### src/rtl/hcp_dmux_pkg.sv
// Shared definitions for the HCP frame dispatcher: FSM encoding, the TSMP frame
// type and the width and saturation helper for the statistics counters.
package hcp_dmux_pkg;

  typedef enum logic [1:0] {
    IDLE  = 2'd0,
    TRANS = 2'd1,
    DISC  = 2'd2
  } dmux_state_e;

  localparam logic [15:0] TSMP_TYPE = 16'hff01;
  localparam int unsigned CNT_W     = 16;

  function automatic logic [CNT_W-1:0] sat_inc(input logic [CNT_W-1:0] v);
    return (v == '1) ? v : v + 1'b1;
  endfunction

endpackage

### src/rtl/dmux_route_sel.sv
// Combinational priority match of a frame type against the per-lane table;
// the lowest enabled lane whose type matches wins.
module dmux_route_sel #(
  parameter int NUM_OUT = 4,
  parameter int LANE_W  = 2
) (
  input  logic [NUM_OUT*16-1:0] match_type,
  input  logic [NUM_OUT-1:0]    match_vld,
  input  logic [15:0]           frame_type,
  output logic [LANE_W-1:0]     lane,
  output logic                  hit
);

  always_comb begin
    lane = '0;
    hit  = 1'b0;
    // Scan from the top so the lowest matching index is assigned last.
    for (int unsigned k = NUM_OUT; k > 0; k--) begin
      if (match_vld[k-1] && (match_type[(k-1)*16 +: 16] == frame_type)) begin
        lane = LANE_W'(k - 1);
        hit  = 1'b1;
      end
    end
  end

endmodule

### src/rtl/dmux_nway.sv
// N-way frame dispatcher: routes each frame to one registered output lane by type,
// gated by configuration stage, with over-length truncation.
// Optional DMUX_STAT_EN adds saturating stage-discard and truncation counters.
module dmux_nway
  import hcp_dmux_pkg::*;
#(
  parameter int DATA_W  = 8,
  parameter int DESC_W  = 35,
  parameter int NUM_OUT = 4,
  parameter int DEF_OUT = 0,
  parameter int MAX_LEN = 2048
) (
  input  logic                          i_clk,
  input  logic                          i_rst_n,
  input  logic [1:0]                    iv_cfg_finish,
  input  logic [NUM_OUT*16-1:0]         iv_match_type,
  input  logic [NUM_OUT-1:0]            iv_match_vld,
  input  logic [NUM_OUT*2-1:0]          iv_min_stage,
  input  logic [DATA_W:0]               iv_data,
  input  logic                          i_data_wr,
  input  logic [DESC_W-1:0]             iv_descriptor,
  output logic [NUM_OUT*(DATA_W+1)-1:0] ov_data,
  output logic [NUM_OUT*DESC_W-1:0]     ov_descriptor,
  output logic [NUM_OUT-1:0]            ov_data_wr,
  output logic [31:0]                   ov_disc_cnt
);

  localparam int LANE_W = $clog2(NUM_OUT);
  localparam int LEN_W  = $clog2(MAX_LEN) + 1;
  localparam int BEAT_W = DATA_W + 1;

  generate
    if (MAX_LEN < 2) begin : g_bad_max_len
      $error("dmux_nway: MAX_LEN must be at least 2");
    end
    if (NUM_OUT < 2 || NUM_OUT > 8) begin : g_bad_num_out
      $error("dmux_nway: NUM_OUT must be in 2..8");
    end
    if (DEF_OUT < 0 || DEF_OUT >= NUM_OUT) begin : g_bad_def_out
      $error("dmux_nway: DEF_OUT must index an existing lane");
    end
  endgenerate

  dmux_state_e         state;
  logic [LANE_W-1:0]   lane_q;
  logic [LEN_W-1:0]    len_cnt;
  logic [LANE_W-1:0]   match_lane;
  logic                match_hit;
  logic [LANE_W-1:0]   sel_lane;
  logic                flag;
  logic                head;
  logic                stage_ok;
  logic                stage_drop;
  logic                at_limit;
  logic                trunc_hit;

  dmux_route_sel #(
    .NUM_OUT (NUM_OUT),
    .LANE_W  (LANE_W)
  ) u_route_sel (
    .match_type (iv_match_type),
    .match_vld  (iv_match_vld),
    .frame_type (iv_descriptor[15:0]),
    .lane       (match_lane),
    .hit        (match_hit)
  );

  assign flag       = iv_data[DATA_W];
  assign head       = (state == IDLE) && i_data_wr && flag;
  assign sel_lane   = match_hit ? match_lane : LANE_W'(DEF_OUT);
  assign stage_ok   = iv_cfg_finish >= iv_min_stage[2*int'(sel_lane) +: 2];
  assign stage_drop = head && !stage_ok;
  // The head is the first valid beat, so len_cnt == MAX_LEN-1 marks the MAX_LEN-th.
  assign at_limit   = len_cnt == LEN_W'(MAX_LEN - 1);
  assign trunc_hit  = (state == TRANS) && i_data_wr && !flag && at_limit;

  always_ff @(posedge i_clk or negedge i_rst_n) begin
    if (!i_rst_n) begin
      state         <= IDLE;
      lane_q        <= '0;
      len_cnt       <= '0;
      ov_data       <= '0;
      ov_descriptor <= '0;
      ov_data_wr    <= '0;
    end else begin
      ov_data       <= '0;
      ov_descriptor <= '0;
      ov_data_wr    <= '0;
      case (state)
        IDLE: begin
          if (head) begin
            len_cnt <= LEN_W'(1);
            if (stage_drop) begin
              state <= DISC;
            end else begin
              lane_q                                          <= sel_lane;
              ov_data[int'(sel_lane)*BEAT_W +: BEAT_W]        <= iv_data;
              ov_descriptor[int'(sel_lane)*DESC_W +: DESC_W]  <= iv_descriptor;
              ov_data_wr[sel_lane]                            <= 1'b1;
              state                                           <= TRANS;
            end
          end
        end
        TRANS: begin
          if (i_data_wr) begin
            len_cnt                                       <= len_cnt + 1'b1;
            ov_data[int'(lane_q)*BEAT_W +: BEAT_W]        <= iv_data;
            ov_descriptor[int'(lane_q)*DESC_W +: DESC_W]  <= iv_descriptor;
            ov_data_wr[lane_q]                            <= 1'b1;
            if (flag) begin
              state <= IDLE;
            end else if (trunc_hit) begin
              // Later assignment overrides the copied flag bit to close the frame.
              ov_data[int'(lane_q)*BEAT_W + DATA_W] <= 1'b1;
              state                                 <= DISC;
            end
          end
        end
        DISC: begin
          if (i_data_wr && flag) begin
            state <= IDLE;
          end
        end
        default: state <= IDLE;
      endcase
    end
  end

`ifdef DMUX_STAT_EN
  logic [CNT_W-1:0] stage_cnt;
  logic [CNT_W-1:0] trunc_cnt;

  always_ff @(posedge i_clk or negedge i_rst_n) begin
    if (!i_rst_n) begin
      stage_cnt <= '0;
      trunc_cnt <= '0;
    end else begin
      if (stage_drop) stage_cnt <= sat_inc(stage_cnt);
      if (trunc_hit)  trunc_cnt <= sat_inc(trunc_cnt);
    end
  end

  assign ov_disc_cnt = {trunc_cnt, stage_cnt};
`else
  assign ov_disc_cnt = '0;
`endif

endmodule
### config.mk
export PLATFORM = sky130hd
export DESIGN_NAME = dmux_nway
export DESIGN_NICKNAME = d
export VERILOG_FILES = /design/src/rtl/hcp_dmux_pkg.sv /design/src/rtl/dmux_route_sel.sv /design/src/rtl/dmux_nway.sv
export SDC_FILE = /design/constraint.sdc
export NUM_CORES = 1
export LEC_CHECK = 0
export BUFFER_PORTS_ARGS = -buffer_cell sky130_fd_sc_hd__buf_2
export CAP_MARGIN = 10
export CORE_UTILIZATION = 47
export CTS_CLUSTER_DIAMETER = 200
export DETAILED_ROUTE_END_ITERATION = 10
export GPL_TIMING_DRIVEN = 0
export PLACE_DENSITY = 0.87
export SETUP_SLACK_MARGIN = 0.3
export SYNTH_ARGS = -nofsm -noshare
export SYNTH_HDL_FRONTEND = slang
export SYNTH_SLANG_ARGS = --single-unit
### constraint.sdc
create_clock -name i_clk -period 3.1 [get_ports i_clk]
set_clock_uncertainty 0.05 [all_clocks]
set_input_delay 0.93 -clock i_clk [delete_from_list [all_inputs] [get_ports i_clk]]
set_output_delay 0.93 -clock i_clk [all_outputs]
set_load 0.01 [all_outputs]
# Yosys cells after proc, flatten, opt, wreduce, memory -nomap -nowiden
# Cells that the tools add are included.
# word_totals
ff_bits	196
output_inout_bits	212
wordCells	109
# classes
addsub	6
mul	4
n_lt_le_gt_ge	7
n_eq_ne	11
shifts	9
mux	39
bitwise	6
reduce_logical	21
# op_table
cell	count
two-way mux 140 bit	3
AND 140 bit	2
one-hot mux 140 bit (2 select lines)	1
variable shift 35 x 33 -> 140 bit, first input constant	2
variable part select 35 x 33 -> 140 bit	2
two-way mux 36 bit	5
AND 36 bit	2
one-hot mux 36 bit (2 select lines)	1
variable shift 9 x 33 -> 36 bit, first input constant	2
variable part select 9 x 33 -> 36 bit	2
negator 8 -> 33 bit	2
== test 16 bit	4
bitwise OR 36 bit	1
negator 32 -> 33 bit	1
negator 6 -> 33 bit	1
two-way mux 12 bit	2
one-hot mux 12 bit (2 select lines)	1
two-way mux 2 bit	11
multiplier 2 x 6 -> 8 bit, second input constant	2
logical AND 1 bit	14
adder 12 x 1 -> 12 bit, second input constant	1
== test 12 x 11 -> 1 bit, second input constant	1
multiplier 2 x 4 -> 6 bit, second input constant	2
two-way mux 4 bit	3
22 further kinds	35

# Logic depth before layout (Yosys ltp)
# Gate-level depths: netlist of the first run.
# depth
depth_word	14
mapped_depth	17

# Hierarchy
# A second synthesis of the first run with hierarchy kept.
# unflattened
hier_cells	685
area_unflattened_um2	8351.8
# modules_own_cells
module	n_inst	cells_per_inst	area_per_inst_um2	seq_area_each_um2
dmux_nway	1	590	7566.0	4904.7
dmux_route_sel	1	95	785.8	0.0

# Worst setup path before layout of the first run
# OpenSTA, ideal clock, no wires.
# synth_path
path_kind	input -> register
start	input port iv_descriptor[13]
end	register ov_data[3]
arrival_time_ns	3.802
required_time_ns	2.917
setup_slack_ns	-0.885
cell_stages	16
n_path_buf	3
cell_sequence	buf_2 > xnor2_1 > nand3_1 > or3_4 > or3_1 > a21oi_1 > nor3_1 > ha_1 > nand2b_1 > a21oi_1 > nand2b_1 > buf_4 > clkbuf_1 > nor2_1 > a32oi_1 > o211ai_1
# synth_between
elab_chain_len	14
# synth_rtl
item	line	rtl
start: declaration	dmux_nway.sv:21	input logic [DESC_W-1:0] iv_descriptor,
== test 16 bit	dmux_route_sel.sv:19	if (match_vld[k-1] && (match_type[(k-1)*16 +: 16] == frame_type)) begin
logical AND 1 bit	dmux_route_sel.sv:19	
two-way mux 2 bit / two-way mux 1 bit (equally long branches) (4 in a row)	dmux_route_sel.sv:19	
two-way mux 2 bit *	dmux_nway.sv:70	assign sel_lane = match_hit ? match_lane : LANE_W'(DEF_OUT);
multiplier 2 x 4 -> 6 bit / variable part select 8 x 4 -> 2 bit (equally long branches)	dmux_nway.sv:97, dmux_nway.sv:71	
negator 6 -> 33 bit / >= comparator 2 bit (equally long branches)	dmux_nway.sv:97, dmux_nway.sv:71	
variable part select 9 x 33 -> 36 bit, or another cell as far along	dmux_nway.sv:97	ov_data[int'(sel_lane)*BEAT_W +: BEAT_W] <= iv_data;
AND 36 bit (no source line) / logical AND 1 bit (equally long branches)	n/a	
two-way mux 36 bit *	dmux_nway.sv:93	if (stage_drop) begin
two-way mux 36 bit *	dmux_nway.sv:91	if (head) begin
one-hot mux 36 bit (2 select lines) *	dmux_nway.sv:89	case (state)
end signal: indexed assignment	dmux_nway.sv:97	
end signal: indexed assignment	dmux_nway.sv:107	ov_data[int'(lane_q)*BEAT_W +: BEAT_W] <= iv_data;
end: declaration	dmux_nway.sv:22	output logic [NUM_OUT*(DATA_W+1)-1:0] ov_data,
# Every way passes the cells marked *; elsewhere a longest branch is shown, timed or not.
# A chain may end at the register's enable or synchronous reset.

# Worst setup path after layout of the first run
# layout_path
start	input port iv_descriptor[11]
end	register ov_descriptor[129]
# layout_between
elab_chain_len	14
# layout_rtl
item	line	rtl
== test 16 bit	dmux_route_sel.sv:19	
logical AND 1 bit	dmux_route_sel.sv:19	
two-way mux 2 bit / two-way mux 1 bit (equally long branches) (4 in a row)	dmux_route_sel.sv:19	
two-way mux 2 bit	dmux_nway.sv:70	
multiplier 2 x 6 -> 8 bit / variable part select 8 x 4 -> 2 bit (equally long branches)	dmux_nway.sv:98, dmux_nway.sv:71	
negator 8 -> 33 bit / >= comparator 2 bit (equally long branches)	dmux_nway.sv:98, dmux_nway.sv:71	
variable part select 35 x 33 -> 140 bit, or another cell as far along	dmux_nway.sv:98	ov_descriptor[int'(sel_lane)*DESC_W +: DESC_W] <= iv_descriptor;
AND 140 bit (no source line) / logical AND 1 bit (equally long branches)	n/a	
two-way mux 140 bit	dmux_nway.sv:93	
two-way mux 140 bit	dmux_nway.sv:91	
one-hot mux 140 bit (2 select lines) *	dmux_nway.sv:89	
end signal: indexed assignment	dmux_nway.sv:98	
end signal: indexed assignment	dmux_nway.sv:108	ov_descriptor[int'(lane_q)*DESC_W +: DESC_W] <= iv_descriptor;
end: declaration	dmux_nway.sv:23	output logic [NUM_OUT*DESC_W-1:0] ov_descriptor,
# Marked as above.

==> results.json, run 1 <==
{
  "report.final.setup_viol": 184,
  "die_area_mm2": 0.0193,
  "number_of_routed_nets_with_antenna_violations": 0,
  "power_density_mw_per_mm2": 472,
  "gr-usage-all-layers_pct": 32.7,
  "type_of_element_launching_the_critical_path": "primary input",
  "detailedRoute.firstIterationViolations": 737,
  "final_design_area_no_fill_mm2": 0.0130,
  "globalplace.congestion": 0.931,
  "num_io_pins": 337,
  "nNetsFinal": 1340,
  "post_route_cells_drive_above_1_share_pct": 49.1,
  "initial_utilization_pct": 48.5,
  "gr-total-overflow": 0,
  "timing.critical_path.fanout_max": 6,
  "regToRegSetupSlack_ns": -0.28,
  "grt_setup_unrepaired": "true",
  "regToRegEndpoint": "ov_descriptor[138]",
  "critPathArrivalTime_ns": 4.18,
  "tritoncts_clock_tree": "done",
  "hold_viol_final": 0,
  "async_reset_ff_share_pct": 100,
  "final.fill_count": 1173,
  "routed_wirelength_um": 32600,
  "timing.final.max_slew_violations": 0,
  "via_count": 8280,
  "timing.hold.worst.class": "in2async",
  "syn_avg_cell_area_um2": 10.7,
  "synth_edf_count": 0,
  "yosysWarningCount": 0,
  "port_bufs": 288,
  "critPathLaunch": "iv_descriptor[11]",
  "std_cell_rows": 49,
  "grt_pass1_vias": 8078,
  "reg2reg_from": "lane_q[0]",
  "power_leakage_uw": 0.00680,
  "timing.max_cap.violations": 0,
  "predominant_post_synthesis_flop_cell": "sky130_fd_sc_hd__dfrtp_1",
  "grt_first_pass_wirelength_um": 46600,
  "grt_antenna_before_repair": 1,
  "worstSkewPairLatency_ns": 0.44,
  "vdd_ir_drop_max_mv": 0.298,
  "die_h_um": 139,
  "clock-root-buffer": "sky130_fd_sc_hd__clkbuf_16",
  "largest_net_degree_at_the_start_of_global_routing": 120,
  "postLayoutSetupSlackWorst_ns": -0.760,
  "r2r.worst_path.cells": 6,
  "status": "finished, violations left",
  "detail_route.first_pass.iterations": 9,
  "fin_crit_sh_pct": 125,
  "final_critical_period_ns": 3.86,
  "worst_slew_pin_tran_ns": 1.04,
  "place_hpwl_um": 22300,
  "maxSlewHeadroom_pct": 30.4,
  "die_w_um": 139,
  "cp_data_required_time_ns": 3.42,
  "ys_ff_latch": 196,
  "clock_sink_count": 196,
  "critPathCaptureType": "flop",
  "core_area_mm2": 0.0182,
  "violations": "DRC, setup timing",
  "cts_buffers": 17,
  "clock.fmax_ghz": 0.259,
  "area_growth_syn_to_layout_pct": 47.3,
  "cell_area_reported_after_detailed_placement_mm2": 0.0110,
  "viasPerCell": 5.72,
  "clk_pin_slew_ns": 0.08,
  "routed_wire_length_per_instance_um": 22.5,
  "cts_hold_buf": 0,
  "number_of_different_library_cells_in_the_post_synthesis_netlist": 61,
  "sequential_area_share_after_synthesis_pct": 55.6,
  "cts_max_level": 4,
  "synth_instances": 822,
  "cts.path.max_buffers": 2,
  "syn_area_mm2": 0.00883,
  "critical_path_class": "in2reg",
  "totalNegativeSetupSlack_ns": -106.79,
  "route.detailed.drc": 25
}
-- layout make-up --
type | count | area [um^2] | share of cell area (%)
timing repair buffer | 332 | 2070 | 15.9
inverter | 15 | 56.3 | 0.433
sequential | 196 | 4900 | 37.7
antenna | 1 | 2.50 | 0.0192
multi-input combinational | 549 | 4130 | 31.8
buffer | 93 | 962 | 7.40
tap | 229 | 287 | 2.20
clock inverter | 14 | 156 | 1.20
clock buffer | 18 | 429 | 3.30
-- repair_timing --
| item | 4_1_cts | 5_1_grt |
|---|---|---|
| setup buffers | 19 | 15 |
| pin swaps | 41 | 34 |
| setup endpoints to repair | 184 | 184 |
| gates cloned | 4 | 5 |
| gates resized for setup | 121 | 84 |
-- cells in the mapped netlist (2+ instances only) --
master | count | area share, %
sky130_fd_sc_hd__and4_1 | 4 | 0.40
sky130_fd_sc_hd__inv_1 | 15 | 0.64
sky130_fd_sc_hd__o21bai_1 | 2 | 0.17
sky130_fd_sc_hd__xnor2_1 | 50 | 5.0
sky130_fd_sc_hd__a21oi_1 | 49 | 2.8
sky130_fd_sc_hd__and4_2 | 2 | 0.23
sky130_fd_sc_hd__o211ai_1 | 4 | 0.34
sky130_fd_sc_hd__nor3_2 | 3 | 0.34
sky130_fd_sc_hd__dfrtp_1 | 196 | 56
sky130_fd_sc_hd__and2_1 | 4 | 0.28
sky130_fd_sc_hd__xor2_1 | 22 | 2.2
sky130_fd_sc_hd__o2111ai_1 | 2 | 0.20
sky130_fd_sc_hd__o21ai_2 | 6 | 0.60
sky130_fd_sc_hd__nand3_1 | 50 | 2.8
sky130_fd_sc_hd__nor3_1 | 5 | 0.28
sky130_fd_sc_hd__a31oi_1 | 3 | 0.21
sky130_fd_sc_hd__ha_1 | 11 | 1.6
sky130_fd_sc_hd__and3_1 | 3 | 0.21
sky130_fd_sc_hd__or3_1 | 5 | 0.35
sky130_fd_sc_hd__buf_2 | 19 | 1.1
sky130_fd_sc_hd__nor4_1 | 7 | 0.50
sky130_fd_sc_hd__a21o_1 | 2 | 0.17
sky130_fd_sc_hd__buf_4 | 34 | 2.9
sky130_fd_sc_hd__a32oi_1 | 7 | 0.69
sky130_fd_sc_hd__o31ai_1 | 21 | 1.8
sky130_fd_sc_hd__nand2_2 | 2 | 0.14
sky130_fd_sc_hd__nand2_1 | 72 | 3.1
sky130_fd_sc_hd__clkbuf_1 | 22 | 0.94
sky130_fd_sc_hd__buf_6 | 17 | 2.2
sky130_fd_sc_hd__nor2b_1 | 2 | 0.14
sky130_fd_sc_hd__nand4_1 | 24 | 1.7
sky130_fd_sc_hd__o221ai_1 | 2 | 0.20
sky130_fd_sc_hd__o31ai_2 | 13 | 1.8
sky130_fd_sc_hd__o22ai_1 | 7 | 0.50
sky130_fd_sc_hd__o21ai_0 | 12 | 0.68
sky130_fd_sc_hd__nor3b_1 | 4 | 0.34
sky130_fd_sc_hd__nor2_1 | 91 | 3.9
sky130_fd_sc_hd__a211o_1 | 2 | 0.20
sky130_fd_sc_hd__nand2b_1 | 4 | 0.28
-- per-stage QoR --
stage	hold slack [ns]	power, uW	std cells	util [%]	setup WS, ns
global route	0.447	6310	1447	71.4	-0.860
global placement	0.438	3780	1370	60.2	-1.87
CTS	0.438	6000	1426	67.9	-0.708
detailed placement	0.456	3810	1371	60.4	-1.57
floorplan	0.413	3370	853	-	-0.699
finish	0.410	6140	1447	71.4	-0.760
-- metal layers --
layer,vias to the layer above,routed length (um),global-route usage [%]
met4,0,1600,15.6
met1,4063,11600,37.6
met5,-,0,0
met2,566,16700,57.5
li1,3530,-,-
met3,121,2720,7.80
-- logic make-up (layout without fill, tap and decap cells) --
| family | count (synthesis) | after routing | share of synthesized area, % |
|---|---|---|---|
| AOI/OAI and AO/OA | 142 | 142 | 11.6 |
| xor gates and xnor gates | 72 | 72 | 7.14 |
| adders and majority gates | 11 | 11 | 1.56 |
| buffers and inverters | 108 | 472 | 7.87 |
| DFF | 196 | 196 | 55.6 |
| other | 1 | 33 | 0.0425 |
| and+or+nand+nor | 292 | 292 | 16.2 |
-- critical path, stage by stage --
cell,delay (ns)
sky130_fd_sc_hd__buf_8,0.13
sky130_fd_sc_hd__xor2_1,0.17
sky130_fd_sc_hd__nor4_1,0.31
sky130_fd_sc_hd__nand3_1,0.18
sky130_fd_sc_hd__a211o_1,0.35
sky130_fd_sc_hd__nor4_1,0.30
sky130_fd_sc_hd__nor3_2,0.07
sky130_fd_sc_hd__ha_1,0.27
sky130_fd_sc_hd__nand2b_4,0.12
sky130_fd_sc_hd__a21oi_4,0.06
sky130_fd_sc_hd__nand2b_4,0.14
sky130_fd_sc_hd__buf_8,0.13
sky130_fd_sc_hd__a41oi_4,0.35
sky130_fd_sc_hd__nand3b_4,0.14
sky130_fd_sc_hd__buf_6,0.14
sky130_fd_sc_hd__buf_6,0.12
sky130_fd_sc_hd__buf_16,0.14
sky130_fd_sc_hd__a21oi_2,0.12
-- flip-flops by register name, summed over array words and instances (netlist names) --
name and cells:
len_cnt 12, ov_data_wr 4, ov_data 36, ov_descriptor 140, lane_q 2, state 2
-- how the worst max path moves through the flow --
stage	endpoint	slack, ns	depth (start not counted)
floorplan	ov_descriptor[109]	-0.70	16
detailed placement	ov_descriptor[117]	-1.57	17
finish	ov_descriptor[129]	-0.76	18
CTS	ov_data[2]	-0.71	18
global placement	ov_descriptor[36]	-1.87	1
global route	ov_descriptor[129]	-0.86	18
-- power by group --
| group | internal [uW] | total, uW | switching (uW) |
|---|---|---|---|
| Sequential | 2660 | 2720 | 63.9 |
| Combinational | 444 | 1220 | 773 |
| Clock | 1090 | 2200 | 1110 |
-- placed cells by master, fill, tap and decap left out, types with 18 or more instances in the layout --
cell and count:
sky130_fd_sc_hd__a21oi_2 28, sky130_fd_sc_hd__buf_12 20, sky130_fd_sc_hd__buf_2 285, sky130_fd_sc_hd__buf_4 56
sky130_fd_sc_hd__buf_6 26, sky130_fd_sc_hd__clkbuf_1 19, sky130_fd_sc_hd__clkbuf_16 23, sky130_fd_sc_hd__conb_1 32
sky130_fd_sc_hd__dfrtp_1 196, sky130_fd_sc_hd__nand2_1 65, sky130_fd_sc_hd__nand3_1 47, sky130_fd_sc_hd__nand4_1 24
sky130_fd_sc_hd__nor2_1 61, sky130_fd_sc_hd__o31ai_1 21, sky130_fd_sc_hd__xnor2_1 29, sky130_fd_sc_hd__xor2_1 18
(Power assumes the default switching activity.)
==> run 2, diff against run 1 <==
--- a/config.mk
+++ b/config.mk
@@ -5,14 +5,15 @@
 export SDC_FILE = /design/constraint.sdc
 export NUM_CORES = 1
 export LEC_CHECK = 0
+export ABC_AREA = 1
 export BUFFER_PORTS_ARGS = -buffer_cell sky130_fd_sc_hd__buf_2
-export CAP_MARGIN = 10
 export CORE_UTILIZATION = 47
 export CTS_CLUSTER_DIAMETER = 200
 export DETAILED_ROUTE_END_ITERATION = 10
 export GPL_TIMING_DRIVEN = 0
-export PLACE_DENSITY = 0.87
+export PLACE_DENSITY = 0.86
 export SETUP_SLACK_MARGIN = 0.3
+export SKIP_LAST_GASP = 1
 export SYNTH_ARGS = -nofsm -noshare
 export SYNTH_HDL_FRONTEND = slang
 export SYNTH_SLANG_ARGS = --single-unit
==> results.json, run 2 <==
{
  "final_cell_count_no_fill": 1819,
  "report.final.setup_viol": 116,
  "synth_commonest_cells": "sky130_fd_sc_hd__nand2_1 (307), sky130_fd_sc_hd__nor2_1 (209), sky130_fd_sc_hd__dfrtp_1 (196)",
  "routed_wirelength_um": 36300,
  "synth_area_leader_cell": "sky130_fd_sc_hd__dfrtp_1",
  "via_count": 9423,
  "num_io_pins": 337,
  "grt_first_pass_wirelength_um": 51200,
  "gr-total-overflow": 0,
  "clock-root-buffer": "sky130_fd_sc_hd__clkbuf_16",
  "sequential_area_share_after_synthesis_pct": 52.6,
  "clk_pin_slew_ns": 0.09,
  "maxSlewHeadroom_pct": 39.2,
  "die_w_um": 143,
  "syn_area_mm2": 0.00932,
  "final_cell_mix": "sky130_fd_sc_hd__buf_2 (280), sky130_fd_sc_hd__nand2_1 (247), sky130_fd_sc_hd__dfrtp_1 (196), sky130_fd_sc_hd__inv_1 (103), sky130_fd_sc_hd__nor2_1 (100)",
  "std_cell_rows": 51,
  "status": "finished, violations left",
  "detail_route.first_pass.iterations": 5,
  "largest_registers": "ov_descriptor x140, ov_data x36, len_cnt x12",
  "synthXorXnorAreaFrac_pct": 1.32,
  "number_of_routed_nets_with_antenna_violations": 0,
  "critical-path-slowest-cell": "sky130_fd_sc_hd__ha_4",
  "power_density_mw_per_mm2": 486,
  "largest_reg_flops": 140,
  "gr-usage-all-layers_pct": 34.2,
  "yosysWarningCount": 0,
  "worst_slew_pin_tran_ns": 0.905,
  "netlist_top_cells_area": "sky130_fd_sc_hd__dfrtp_1 (53%), sky130_fd_sc_hd__nand2_1 (12%), sky130_fd_sc_hd__nor2_1 (8.4%)",
  "async_reset_ff_share_pct": 100,
  "core_area_mm2": 0.0195,
  "post_route_cells_drive_above_1_share_pct": 47.3,
  "type_of_element_launching_the_critical_path": "primary input",
  "synth_top_area_share_pct": 52.6,
  "postLayoutSetupSlackWorst_ns": -0.195,
  "nNetsFinal": 1676,
  "critical-path-top-delay-family": "simple AND/OR/NAND/NOR gates",
  "viasPerCell": 5.18,
  "tritoncts_clock_tree": "done",
  "synth_area_in_compound_gates_pct": 3.93,
  "grt_antenna_before_repair": 2,
  "final_critical_period_ns": 3.29,
  "path_common_cell": "sky130_fd_sc_hd__nor2_4",
  "cp_data_required_time_ns": 3.41,
  "route.detailed.drc": 0,
  "timing.hold.worst.class": "in2async",
  "multiplexer_area_fraction_after_synthesis_pct": 0,
  "die_area_mm2": 0.0204,
  "critical_path_class": "in2reg",
  "synth_instances": 1114,
  "detailedRoute.firstIterationViolations": 712,
  "clock_sink_count": 196,
  "final.fill_count": 1308,
  "ys_ff_latch": 196,
  "final_common_cell": "sky130_fd_sc_hd__buf_2",
  "fin_crit_sh_pct": 106,
  "grt_setup_unrepaired": "true",
  "worstSkewPairLatency_ns": 0.43,
  "globalplace.congestion": 0.978,
  "synth_top_family_by_area": "simple AND/OR/NAND/NOR gates",
  "timing.final.max_slew_violations": 0,
  "largest_net_degree_at_the_start_of_global_routing": 113,
  "r2r.worst_path.cells": 14,
  "place_inst": 1710,
  "cts_max_level": 4,
  "cts.path.max_buffers": 2,
  "predominant_post_synthesis_flop_cell": "sky130_fd_sc_hd__dfrtp_1",
  "grt_pass1_vias": 9327,
  "synth_edf_count": 0,
  "cts_buffers": 17,
  "syn_avg_cell_area_um2": 8.37,
  "synth_most_common_cell": "sky130_fd_sc_hd__nand2_1",
  "place_hpwl_um": 23300,
  "timing.max_cap.violations": 0,
  "power_leakage_uw": 0.00803,
  "number_of_different_library_cells_in_the_post_synthesis_netlist": 48,
  "clock.fmax_ghz": 0.304,
  "timing.critical_path.fanout_max": 8,
  "timing.critical_path.slowest_cell_delay_ns": 0.27,
  "synthAdderAreaFrac_pct": 1.48,
  "port_bufs": 299,
  "area_growth_syn_to_layout_pct": 53.8,
  "initial_utilization_pct": 47.9,
  "cp_num_buf_inv": 5,
  "post_synth_and_or_nand_nor_area_fraction_pct": 30.8,
  "hold_viol_final": 0,
  "critPathCaptureType": "flop",
  "hold_ws_ns": 0.424,
  "vdd_ir_drop_max_mv": 0.415,
  "die_h_um": 143,
  "critPathArrivalTime_ns": 3.60,
  "routed_wire_length_per_instance_um": 19.9,
  "worst-path-stages": 25,
  "largest_register": "ov_descriptor",
  "violations": "setup timing"
}
-- run 2: changes by cell type after synthesis, sizes merged, moves of 9 or more --
| cell | change |
|---|---|
| nand4 | -9 |
| o31ai | -34 |
| clkbuf | -14 |
| buf | -20 |
| xnor2 | -40 |
| nand3 | -15 |
| inv | +115 |
| xor2 | -18 |
| nand2 | +242 |
| o21ai | +13 |
| a21oi | -41 |
| nor2 | +157 |
-- run 2: area by class of cell --
cell class | count | area, um^2 | area share, %
Antenna cell | 1 | 2.50 | 0.0175
Buffer | 59 | 681 | 4.75
Clock buffer | 18 | 429 | 2.99
Clock inverter | 14 | 181 | 1.27
Inverter | 130 | 591 | 4.12
Multi-Input combinational cell | 760 | 4510 | 31.5
Sequential cell | 196 | 4900 | 34.2
Tap cell | 265 | 332 | 2.31
Timing Repair Buffer | 376 | 2700 | 18.8
-- run 2: worst paths after layout --
| check | from | endpoint | slack (ns) |
|---|---|---|---|
| worst min-delay path | i_rst_n | ov_descriptor[92] | 0.42 |
| max in group asynchronous | i_rst_n | ov_descriptor[82] | 1.59 |
| worst max register to register | lane_q[0] | ov_data[22] | -0.03 |
| worst max-delay path | iv_descriptor[15] | ov_descriptor[26] | -0.19 |
| min in group i_clk | len_cnt[7] | len_cnt[7] | 0.45 |
| worst min register to register | len_cnt[7] | len_cnt[7] | 0.45 |
-- run 2: stage by stage --
stage | total power [uW] | utilization, % | area, um^2 | setup WS, ns | TNS (ns)
6_report | 6960 | 73.6 | 14300 | -0.195 | -12.17
3_3_place_gp | 4200 | 58.4 | 11400 | -1.85 | -502.25
5_1_grt | 7190 | 73.6 | 14300 | -0.338 | -35.26
4_1_cts | 6700 | 70.9 | 13800 | -0.0787 | -3.50
3_5_place_dp | 4240 | 58.6 | 11400 | -0.971 | -147.09
2_1_floorplan | 3670 | - | 9530 | -0.248 | -22.24
-- run 2: power by group --
group	total, uW	internal, uW	switching (uW)
registers	2770	2680	91.7
logic	1920	640	1280
clock network	2270	1100	1170
-- run 2: logic make-up (layout without fill, tap and decap cells) --
kind of cell,Yosys count,count (layout)
AO/OA/AOI/OAI,62,62
XOR/XNOR,14,14
adder cells (fa/ha/maj),11,11
buffers and inverters,189,597
flip-flops,196,196
other,1,33
AND/OR/NAND/NOR,641,641
-- run 2: repair_timing --
action,CTS,global route
gates resized for setup,295,121
cloned,12,1
setup endpoints to repair,184,184
hold buffers,0,0
pin swaps,63,48
buffers inserted,49,14
-- run 2: layer usage --
layer | up-vias | wire, um | track usage [%] | part of all wire (%)
met5 | - | 13 | 0 | 0.036
met4 | 2 | 1850 | 18.9 | 5.1
met3 | 124 | 3070 | 7.04 | 8.5
met2 | 592 | 18300 | 60.9 | 50
met1 | 4495 | 13000 | 38.2 | 36
li1 | 4210 | - | - | -
==> run 3, diff against run 2 <==
--- a/config.mk
+++ b/config.mk
@@ -7,7 +7,9 @@
 export LEC_CHECK = 0
 export ABC_AREA = 1
 export BUFFER_PORTS_ARGS = -buffer_cell sky130_fd_sc_hd__buf_2
+export CORE_MARGIN = 4
 export CORE_UTILIZATION = 47
+export CTS_BUF_LIST = sky130_fd_sc_hd__clkbuf_4 sky130_fd_sc_hd__clkbuf_8 sky130_fd_sc_hd__clkbuf_16
 export CTS_CLUSTER_DIAMETER = 200
 export DETAILED_ROUTE_END_ITERATION = 10
 export GPL_TIMING_DRIVEN = 0
==> results.json, run 3 (synthesis results as in run 2) <==
{
  "wl_met2_um": 18200,
  "clock_sink_count": 196,
  "final_common_cell": "sky130_fd_sc_hd__buf_2",
  "critPathCaptureType": "flop",
  "routed_wirelength_um": 35900,
  "detail_route.first_pass.iterations": 5,
  "final_cell_mix": "sky130_fd_sc_hd__buf_2 (276), sky130_fd_sc_hd__nand2_1 (234), sky130_fd_sc_hd__dfrtp_1 (195), sky130_fd_sc_hd__nor2_1 (133), sky130_fd_sc_hd__inv_1 (103)",
  "reg2reg_from": "lane_q[0]",
  "type_of_element_launching_the_critical_path": "primary input",
  "r2r.worst_path.cells": 14,
  "comb_power_share_pct": 25.9,
  "timing.hold.worst.class": "in2async",
  "final_design_area_no_fill_mm2": 0.0142,
  "route.detailed.drc": 0,
  "timing.max_cap.violations": 0,
  "worstSkewPairLatency_ns": 0.43,
  "met1_length_um": 13200,
  "viasPerCell": 5.18,
  "clk_pin_slew_ns": 0.08,
  "top_layer_used": "met4",
  "largest_register": "ov_descriptor",
  "maxSlewHeadroom_pct": 28.8,
  "share_clk_of_total_power_pct": 33.5,
  "hold_viol_final": 0,
  "grt_setup_unrepaired": "true",
  "worst_slew_pin_tran_ns": 1.06,
  "totalNegativeSetupSlack_ns": -11.52,
  "initial_utilization_pct": 47.9,
  "nNetsFinal": 1679,
  "critical_path_class": "in2reg",
  "timing.final.max_slew_violations": 0,
  "seq_power_share_pct": 40.6,
  "final.fill_count": 1334,
  "postLayoutSetupSlackWorst_ns": -0.202,
  "core_area_mm2": 0.0195,
  "critPathArrivalTime_ns": 3.60,
  "num_io_pins": 337,
  "status": "finished, violations left",
  "utilization_pct": 72.9,
  "violations": "setup timing",
  "regToRegEndpoint": "ov_descriptor[100]",
  "final_critical_period_ns": 3.30,
  "gr-total-overflow": 0,
  "power.internal_uw": 4400,
  "sw_frac_of_total_pct": 35.6,
  "place_hpwl_um": 23900,
  "grt_antenna_before_repair": 0,
  "clock-root-buffer": "sky130_fd_sc_hd__clkbuf_16",
  "largest_net_degree_at_the_start_of_global_routing": 120,
  "total_switching_power_uw": 2420,
  "cts.path.max_buffers": 2,
  "grt_pass1_vias": 9446,
  "largest_reg_flops": 140,
  "clock.fmax_ghz": 0.303,
  "die_h_um": 149,
  "largest_registers": "ov_descriptor x140, ov_data x36, len_cnt x12",
  "area_growth_syn_to_layout_pct": 52.2,
  "routed_wire_length_per_instance_um": 19.7,
  "cts_buffers": 17,
  "die_w_um": 149,
  "power_leakage_uw": 0.00804,
  "grt_first_pass_wirelength_um": 51900,
  "gr-usage-all-layers_pct": 30.6,
  "detailedPlace.worstSlack_ns": -1.07,
  "regToRegSetupSlack_ns": 0.02,
  "detailedRoute.firstIterationViolations": 682,
  "cts_max_level": 4,
  "fin_crit_sh_pct": 107,
  "dr_wl_met3_um": 2880,
  "number_of_routed_nets_with_antenna_violations": 0,
  "cp_data_required_time_ns": 3.40,
  "hold_ws_ns": 0.413,
  "globalplace.congestion": 0.967,
  "cell_area_reported_after_detailed_placement_mm2": 0.0114,
  "post_route_cells_drive_above_1_share_pct": 45.8,
  "port_bufs": 299,
  "vdd_ir_drop_max_mv": 0.328,
  "via_count": 9430,
  "report.final.setup_viol": 147,
  "tritoncts_clock_tree": "done",
  "std_cell_rows": 51,
  "die_area_mm2": 0.0221,
  "power_density_mw_per_mm2": 481,
  "timing.critical_path.fanout_max": 8
}
## run 3: worst max path at each step
stage	cells past startpoint	slack (ns)	endpoint	startpoint
finish	24	-0.20	ov_descriptor[59]	iv_match_type[55]
CTS	26	-0.06	ov_descriptor[11]	iv_descriptor[7]
floorplan	23	-0.25	ov_descriptor[0]	iv_descriptor[14]
global route	25	-0.32	ov_descriptor[67]	iv_match_type[14]
detailed placement	25	-1.07	ov_descriptor[81]	iv_descriptor[7]
global placement	1	-1.85	ov_descriptor[38]	i_rst_n
## run 3: area by class of cell
cell class                 count  area (um^2)  share of cell area [%]
buffer                        59          647                    4.56
clock buffer                  18          439                    3.10
sequential                   196         4910                    34.6
timing repair buffer         379         2760                    19.4
antenna                        1         2.50                  0.0176
inverter                     130          588                    4.15
tap                          265          332                    2.34
multi-input combinational    760         4330                    30.5
clock inverter                14          181                    1.28
## run 3: through the flow
| stage | total power (uW) | cells |
|---|---|---|
| after floorplan | 3670 | 1145 |
| after global placement | 4200 | 1709 |
| after detailed placement | 4230 | 1710 |
| after CTS | 6660 | 1810 |
| after global routing | 7090 | 1821 |
| final | 6820 | 1822 |
## run 3: per-layer routing
metal  vias to the layer above  global-route usage (%)
met5                         -                       0
met4                         0                    12.6
met3                       108                    5.74
met2                       591                    54.3
met1                      4502                    36.6
li1                       4229                       -
## run 3: repair_timing
item,CTS,global route
gates resized for setup,272,87
buffers inserted,59,9
pin swaps,57,44
hold buffers,0,0
endpoints found under the setup margin,184,184
cloned,9,2
## run 3: critical path, stage by stage
cell,delay [ns]
sky130_fd_sc_hd__buf_2,0.13
sky130_fd_sc_hd__inv_1,0.06
sky130_fd_sc_hd__nand2_2,0.07
sky130_fd_sc_hd__nand2_1,0.06
sky130_fd_sc_hd__nor2_1,0.11
sky130_fd_sc_hd__nand2_1,0.07
sky130_fd_sc_hd__nor2_2,0.15
sky130_fd_sc_hd__nand3_2,0.14
sky130_fd_sc_hd__nor2_4,0.16
sky130_fd_sc_hd__nand2_4,0.07
sky130_fd_sc_hd__o21ai_1,0.12
sky130_fd_sc_hd__nor2_1,0.06
sky130_fd_sc_hd__ha_1,0.28
sky130_fd_sc_hd__o21ai_2,0.06
sky130_fd_sc_hd__nand2_2,0.10
sky130_fd_sc_hd__nand2_4,0.09
sky130_fd_sc_hd__inv_8,0.10
sky130_fd_sc_hd__buf_6,0.10
sky130_fd_sc_hd__nand3_4,0.08
sky130_fd_sc_hd__nand2_4,0.11
sky130_fd_sc_hd__clkinv_8,0.10
sky130_fd_sc_hd__buf_4,0.16
sky130_fd_sc_hd__clkbuf_16,0.16
sky130_fd_sc_hd__nor2_1,0.10
## run 3: power groups by stage
stage / clock, uW / combinational [uW] / sequential (uW)
6_report: 2290 / 1760 / 2770
5_1_grt: 2400 / 1900 / 2780
4_1_cts: 2250 / 1650 / 2760
3_5_place_dp: 0 / 1420 / 2810
3_3_place_gp: 0 / 1390 / 2810
2_1_floorplan: 0 / 827 / 2840
